$ cat src/rtl/cursor_stamp.sv
// Paints a SIZE x SIZE solid square of one colour into the frame buffer write
// port, one pixel per clock in row-major order, clipping pixels off the canvas.
module cursor_stamp #(
  parameter int SIZE  = 16,
  parameter int W_RES = 640,
  parameter int H_RES = 480
) (
  input  logic        CLOCK_50,
  input  logic        reset,
  input  logic        start,
  input  logic [10:0] pos_x,
  input  logic [10:0] pos_y,
  input  logic [7:0]  col_r,
  input  logic [7:0]  col_g,
  input  logic [7:0]  col_b,
  output logic        busy,
  output logic        done,
  output logic        wr_en,
  output logic [10:0] wr_x,
  output logic [10:0] wr_y,
  output logic [7:0]  wr_r,
  output logic [7:0]  wr_g,
  output logic [7:0]  wr_b
);

  localparam int CW = (SIZE > 1) ? $clog2(SIZE) : 1;
  localparam logic [CW-1:0] LAST = CW'(SIZE - 1);

  typedef enum logic [1:0] {IDLE, PAINT, DONE} state_t;

  state_t        state;
  logic [CW-1:0] cx, cy;
  logic [CW-1:0] nx, ny;
  logic [10:0]   px, py;
  logic [11:0]   sx, sy;
  logic          last_px;

  function automatic logic [11:0] add12(input logic [10:0] p, input logic [CW-1:0] c);
    return {1'b0, p} + 12'(c);
  endfunction

  function automatic logic on_canvas(input logic [11:0] x, input logic [11:0] y);
    return (x < 12'(W_RES)) && (y < 12'(H_RES));
  endfunction

  // Next raster position; the registered outputs always show the pixel (cx,cy).
  always_comb begin
    last_px = (cx == LAST) && (cy == LAST);
    nx      = (cx == LAST) ? '0 : cx + 1'b1;
    ny      = (cx == LAST) ? cy + 1'b1 : cy;
    sx      = add12(px, nx);
    sy      = add12(py, ny);
  end

  always_ff @(posedge CLOCK_50 or posedge reset) begin
    if (reset) begin
      state <= IDLE;
      cx    <= '0;
      cy    <= '0;
      px    <= '0;
      py    <= '0;
      busy  <= 1'b0;
      done  <= 1'b0;
      wr_en <= 1'b0;
      wr_x  <= '0;
      wr_y  <= '0;
      wr_r  <= '0;
      wr_g  <= '0;
      wr_b  <= '0;
    end else begin
      case (state)
        IDLE: begin
          if (start) begin
            state <= PAINT;
            busy  <= 1'b1;
            cx    <= '0;
            cy    <= '0;
            px    <= pos_x;
            py    <= pos_y;
            // wr_r/g/b double as the colour latch: they only change here.
            wr_r  <= col_r;
            wr_g  <= col_g;
            wr_b  <= col_b;
            wr_x  <= pos_x;
            wr_y  <= pos_y;
            wr_en <= on_canvas({1'b0, pos_x}, {1'b0, pos_y});
          end
        end
        PAINT: begin
          if (last_px) begin
            state <= DONE;
            wr_en <= 1'b0;
            done  <= 1'b1;
          end else begin
            cx    <= nx;
            cy    <= ny;
            wr_x  <= sx[10:0];
            wr_y  <= sy[10:0];
            wr_en <= on_canvas(sx, sy);
          end
        end
        DONE: begin
          state <= IDLE;
          busy  <= 1'b0;
          done  <= 1'b0;
        end
        default: begin
          state <= IDLE;
          busy  <= 1'b0;
          done  <= 1'b0;
          wr_en <= 1'b0;
        end
      endcase
    end
  end

endmodule

$ cat config.mk
export PLATFORM = sky130hd
export DESIGN_NAME = cursor_stamp
export DESIGN_NICKNAME = d
export VERILOG_FILES = /design/src/rtl/cursor_stamp.sv
export SDC_FILE = /design/constraint.sdc
export NUM_CORES = 1
export LEC_CHECK = 0
export BUFFER_PORTS_ARGS = -buffer_cell sky130_fd_sc_hd__buf_2
export CORE_AREA = 3 3 68 133
export CTS_BUF_LIST = sky130_fd_sc_hd__clkbuf_4 sky130_fd_sc_hd__clkbuf_8
export DETAILED_ROUTE_END_ITERATION = 7
export DIE_AREA = 0 0 71 136
export GPL_TIMING_DRIVEN = 0
export PLACE_DENSITY = 0.76
export SLEW_MARGIN = 10
export SYNTH_ARGS = -nofsm -noshare
export SYNTH_HDL_FRONTEND = slang
export SYNTH_SLANG_ARGS = --single-unit
$ cat constraint.sdc
create_clock -name CLOCK_50 -period 4.8 [get_ports CLOCK_50]
set_clock_uncertainty 0.15 [all_clocks]
set_input_delay 0.96 -clock CLOCK_50 [delete_from_list [all_inputs] [get_ports CLOCK_50]]
set_output_delay 0.96 -clock CLOCK_50 [all_outputs]
set_load 0.005 [all_outputs]
==> results.cfg, run 1 <==
[die]
start_util_pct = 50.00
placementRows = 46
chipWidth_microns = 71
core_sq_um = 8058
die_area_sq_um = 9656
ioPinCount = 98
chipHeight_microns = 136

[clocking]
clk_latency_ps = 360
post_cts_buffers = 0
numCtsBuffers = 9
cts_tree = yes
cts_hold_buf = 0
cts_root_buf = clkbuf_8
cts_resized = 0
path_clk_slew_ps = 80
clock_sinks = 81
clk_path_buf_depth = 2
htree_levels = 3

[setup_path]
path_buf_inv = 2
crit_type = reg2reg
critPathLaunchType = register
cp_max_fo = 8
crit_arrival_ps = 3670
r2r-end = wr_x[10]$_DFFE_PP0P_
reg2reg_slack_ps = 1280
critPathTopFamily = adder cells
critPathSlowestCell = dfrtp_1
r2r_start = cx[0]$_DFFE_PP0P_
worstPathCellList = ha_1, buf_6, a31oi_1, ha_1, inv_1, fa_1, nor2b_1, o21a_1, maj3_2, or3_1, a311oi_1, a21o_1
required_ps = 4950
crit_path_frequent_cell = ha_1
max_stage_delay_ps = 440
reg2reg_depth = 12
endpoint_kind = register

[logic_synthesis]
syn_nets = 515
ys_warn_count = 0
synthFlopType = dfrtp_1
synthArstFlopShare_pct = 100.0
synth_edf_count = 0
ys_seq_elements = 81
ys_seq_area_share_pct = 50.31
synthCells = 456
synthDistinctLibCells = 49
syn-cell-area_sq_um = 4029
postSynthAreaPerCell_sq_um = 8.835

[global_route]
grt_usage_pct = 22.64
grt_pass1_wl_mm = 17.08
gr-total-overflow = 0
grt_start_max_net_pins = 45
first_global_vias = 3680
antenna_found_initial = 0

[placement]
gp_congestion = 0.8874
port_buffers = 97
pre_cts_ws_ps = 1299
dp_cells = 650
hpwl_mm = 7.968

[min_path]
holdPathEnd = wr_b[3]$_DFFE_PP0P_
worstHoldPathType = reg2reg
min_from = wr_b[3]$_DFFE_PP0P_
holdPathStages = 2

[finish]
layoutNonFillerInstCount = 666
num_antenna_cells = 0
fin_util_pct = 60.40
drive_gt1_share_pct = 22.63
syn_to_final_growth_pct = 20.81
nNetsFinal = 624

[route]
post_drt_wl_per_cell_microns = 15.59
drtAntennaViolNets = 0
route.detailed.drc = 0
num_vias = 3592
wirelength_mm = 10.38
drt_iter0_drc = 250
vias_per_cell = 5.393
dr.pass1.iters = 5

[status]
status = finished clean

[sta]
fin_ws_ps = 1279
fmax_ghz = 0.2840
drv_slew = 0
min_period_ps = 3521
tightest_slew_ps = 653.8
hold_viol = 0
setup_viol = 0
max_slew_margin_pct = 56.42
fin_tns_setup_ps = 0
rsz0062_at_grt = false
fin_crit_sh_pct = 73.35

[flow_run]
cap_violations = 0

[pwr]
p_per_area_nw_per_um2 = 255.4
leakage_nw = 2.660
ir_drop_v = 0.0001940
## routing by layer
metal  global-route usage (%)  share of wire (%)  vias up
met3                    5.551                5.6       21
met4                    11.30                2.8        0
met2                    40.85                 56      116
met5                        0                  0        -
li1                         -                  -     1736
met1                    23.98                 36     1719
## cell type report
cell class                 count  area, sq um
timing repair buffer          98        505.5
clock inverter                 4        51.30
sequential                    81         2027
multi-input combinational    342         1859
fill                         720         3191
clock buffer                  12        158.9
tap                           96        120.1
inverter                      10        40.04
buffer                        23        105.1
## registers in the layout, indices dropped and copies added, names as in the netlist
signal / flops
wr_en: 1
state: 2
wr_g: 8
px: 11
done: 1
wr_r: 8
busy: 1
py: 11
wr_y: 11
wr_x: 11
wr_b: 8
cx: 4
cy: 4
## worst max-delay path by stage
| stage | startpoint | end | depth (start not counted) |
|---|---|---|---|
| finish | cx[0]$_DFFE_PP0P_ | wr_x[10]$_DFFE_PP0P_ | 12 |
| global route | cx[0]$_DFFE_PP0P_ | wr_x[10]$_DFFE_PP0P_ | 12 |
| CTS | cx[0]$_DFFE_PP0P_ | wr_x[10]$_DFFE_PP0P_ | 12 |
| detailed placement | cx[0]$_DFFE_PP0P_ | wr_x[10]$_DFFE_PP0P_ | 12 |
| global placement | reset | wr_y[5]$_DFFE_PP0P_ | 2 |
| floorplan | reset | busy$_DFFE_PP0P_ | 1 |
## placed cells by master (no fill, tap or decap), types with 3 or more instances in the layout
cell	synthesis	routed
nand3_1	10	10
clkbuf_1	17	17
nor2b_1	4	4
inv_1	10	9
xor2_1	5	5
a21oi_1	4	4
and3_1	6	6
nand2_1	169	169
a211oi_1	5	5
nor3_1	3	3
a21o_1	10	10
clkbuf_8	0	11
maj3_2	3	3
a31oi_1	9	9
mux2i_1	3	3
a22o_1	3	3
xnor2_1	14	14
or3_1	3	3
ha_1	8	8
o21ai_0	28	28
buf_2	3	100
nor2_1	17	17
dfrtp_1	81	81
nand4_1	4	4
## tightest hold or removal path, cell delays in order, from the launching register on
cell,delay [ps]
dfrtp_1,340
nand2_1,50
nand2_1,50
## synthesized netlist by cell type (2+ instances only)
master	number	area, sq um
o21ai_0	28	140.1
o21a_1	2	15.01
dfrtp_1	81	2027
nand2_1	169	634.4
nor3_1	3	15.01
a21oi_1	4	20.02
fa_1	2	40.04
a31oi_1	9	56.30
nand3_1	10	50.05
a22oi_1	2	15.01
a22o_1	3	26.28
and2_1	2	12.51
o31ai_1	2	15.01
mux2_2	2	22.52
nor2b_1	4	25.02
buf_6	2	22.52
buf_2	3	15.01
a211oi_1	5	37.54
nand4_1	4	25.02
nand4b_1	2	17.52
xor2_1	5	43.79
nor2_1	17	63.81
a311oi_1	2	17.52
or3_1	3	18.77
nand2b_1	2	12.51
a21o_1	10	75.07
clkbuf_1	17	63.81
mux2i_1	3	30.03
ha_1	8	100.1
nor3b_1	2	15.01
maj3_2	3	33.78
and3_1	6	37.54
xnor2_1	14	122.6
inv_1	10	37.54
## report_power, final
group | internal [mW] | switching, mW
clock | 0.275 | 0.246
sequential | 0.682 | 0
combinational | 0.0165 | 0.0238
## metrics by stage
step                      hold WS (ps)  power (mW)  cell area, sq um
after floorplan                  302.3      0.7065              4029
after global placement           305.1      0.7334              4634
after detailed placement         306.8      0.7367              4657
after CTS                        326.8       1.254              4867
after global routing             346.9       1.289              4867
final                            322.3       1.243              4867
## logic make-up (layout without fill, tap and decap cells)
family / count (synthesis) / after routing / synth area share [%]
mux: 5 / 5 / 1.304
compound gates: 77 / 77 / 12.52
buf+inv: 33 / 147 / 3.540
xor+xnor: 19 / 19 / 4.130
fa+ha+maj: 13 / 13 / 4.317
flops: 81 / 81 / 50.31
simple gates: 228 / 228 / 23.88
Power figures use the tool's default switching activity.
==> run 2: changes to the inputs <==
clock period = 3.3 ns   (was 4.8 ns; I/O delays follow)
==> results.cfg, run 2 (synthesis gave the netlist of run 1 again) <==
[status]
status = finished clean

[placement]
hpwl_mm = 7.968
port_buffers = 97
gp_congestion = 0.8874
pre_cts_ws_ps = -200.6

[setup_path]
cp_max_fo = 8
required_ps = 3440
endpoint_kind = register
crit_arrival_ps = 3340
critPathLaunchType = register
crit_type = reg2reg

[die]
start_util_pct = 50.00
core_sq_um = 8058
ioPinCount = 98
chipWidth_microns = 71
chipHeight_microns = 136
placementRows = 46
die_area_sq_um = 9656

[sta]
min_period_ps = 3191
setup_viol = 0
drv_slew = 0
fmax_ghz = 0.3134
fin_ws_ps = 109.3
tightest_slew_ps = 628.7
fin_crit_sh_pct = 96.69
hold_viol = 0
rsz0062_at_grt = false
max_slew_margin_pct = 58.09

[clocking]
numCtsBuffers = 9
clk_path_buf_depth = 2
htree_levels = 3
clk_latency_ps = 360
clock_sinks = 81
path_clk_slew_ps = 80
cts_root_buf = clkbuf_8
cts_tree = yes

[finish]
num_antenna_cells = 0
fin_util_pct = 61.61
nNetsFinal = 632
final_common_cell = nand2_1
syn_to_final_growth_pct = 23.23
drive_gt1_share_pct = 24.74
mostFrequentLayoutCells = 169 x nand2_1, 100 x buf_2, 81 x dfrtp_1

[global_route]
first_global_vias = 3737
grt_pass1_wl_mm = 17.34
antenna_found_initial = 0
gr-total-overflow = 0
grt_usage_pct = 22.98
grt_start_max_net_pins = 45

[pwr]
p_per_area_nw_per_um2 = 363.3
ir_drop_v = 0.0002822
leakage_nw = 2.702

[route]
drt_iter0_drc = 259
post_drt_wl_per_cell_microns = 15.62
num_vias = 3661
route.detailed.drc = 0
drtAntennaViolNets = 0
vias_per_cell = 5.432
wirelength_mm = 10.53
dr.pass1.iters = 5

[min_path]
worstHoldPathType = in2async

[flow_run]
cap_violations = 0
run 2: changes by cell type in the layout (fill, tap and decap cells not counted), sizes merged:
cell	delta
buf	+8
run 2: power by group:
part           switching, mW  leakage (nW)  internal (mW)
Clock                  0.354         0.106          0.399
Combinational         0.0348          1.54         0.0239
Sequential                 0          1.05          0.992
Total                  0.389          2.70           1.41
run 2: layer usage:
metal	share of wire (%)	wire, microns	GRT usage, %	vias up
met5	0	0	0	-
met4	4.5	475	12.66	0
met3	5.4	565	5.625	34
met2	54	5646	41.05	120
met1	36	3842	24.18	1750
li1	-	-	-	1757
run 2: worst paths after layout:
check | start | to | slack (ps) | depth (start not counted)
max reg2reg | cx[1]$_DFFE_PP0P_ | wr_x[10]$_DFFE_PP0P_ | 110 | 12
min in group CLOCK_50 | wr_b[3]$_DFFE_PP0P_ | wr_b[3]$_DFFE_PP0P_ | 320 | 2
max | cx[1]$_DFFE_PP0P_ | wr_x[10]$_DFFE_PP0P_ | 110 | 12
min reg2reg | wr_b[3]$_DFFE_PP0P_ | wr_b[3]$_DFFE_PP0P_ | 320 | 2
max in group asynchronous | reset | py[8]$_DFFE_PP0P_ | 2220 | 3
min | reset | wr_r[3]$_DFFE_PP0P_ | 180 | 2
run 2: timing repair:
action / CTS / global route
setup endpoints to repair: 4 / 6
pin swaps: 4 / 4
resized for setup: 7 / 4
setup buffers: 4 / 4
hold buffers: 0 / 0
run 2: final cells by class:
class	instances	area, sq um
timing repair buffer	106	569.3
clock inverter	4	51.30
buffer	23	105.1
multi-input combinational	342	1893
fill	707	3093
sequential	81	2027
inverter	10	40.04
tap	96	120.1
clock buffer	12	158.9
run 2: per-stage QoR:
stage               area [sq um]  TNS [ps]  cells  hold WS (ps)  power (mW)
finish                      4965         0    674         176.6       1.804
global route                4965         0    674         209.6       1.875
detailed placement          4657    -353.4    650         306.8       1.072
global placement            4634    -41550    649         305.1       1.067
CTS                         4923         0    670         181.7       1.825
floorplan                   4029         0    456         302.3       1.028
run 2: critical path: stages, from the launching register on:
cell and delay, ps:
dfrtp_1 420, ha_1 200, buf_6 140, a31oi_4 180
ha_2 210, inv_1 50, fa_2 330, nor2b_1 150
o21a_1 200, maj3_2 350, or3_1 360, a311oi_2 280
a21o_1 110
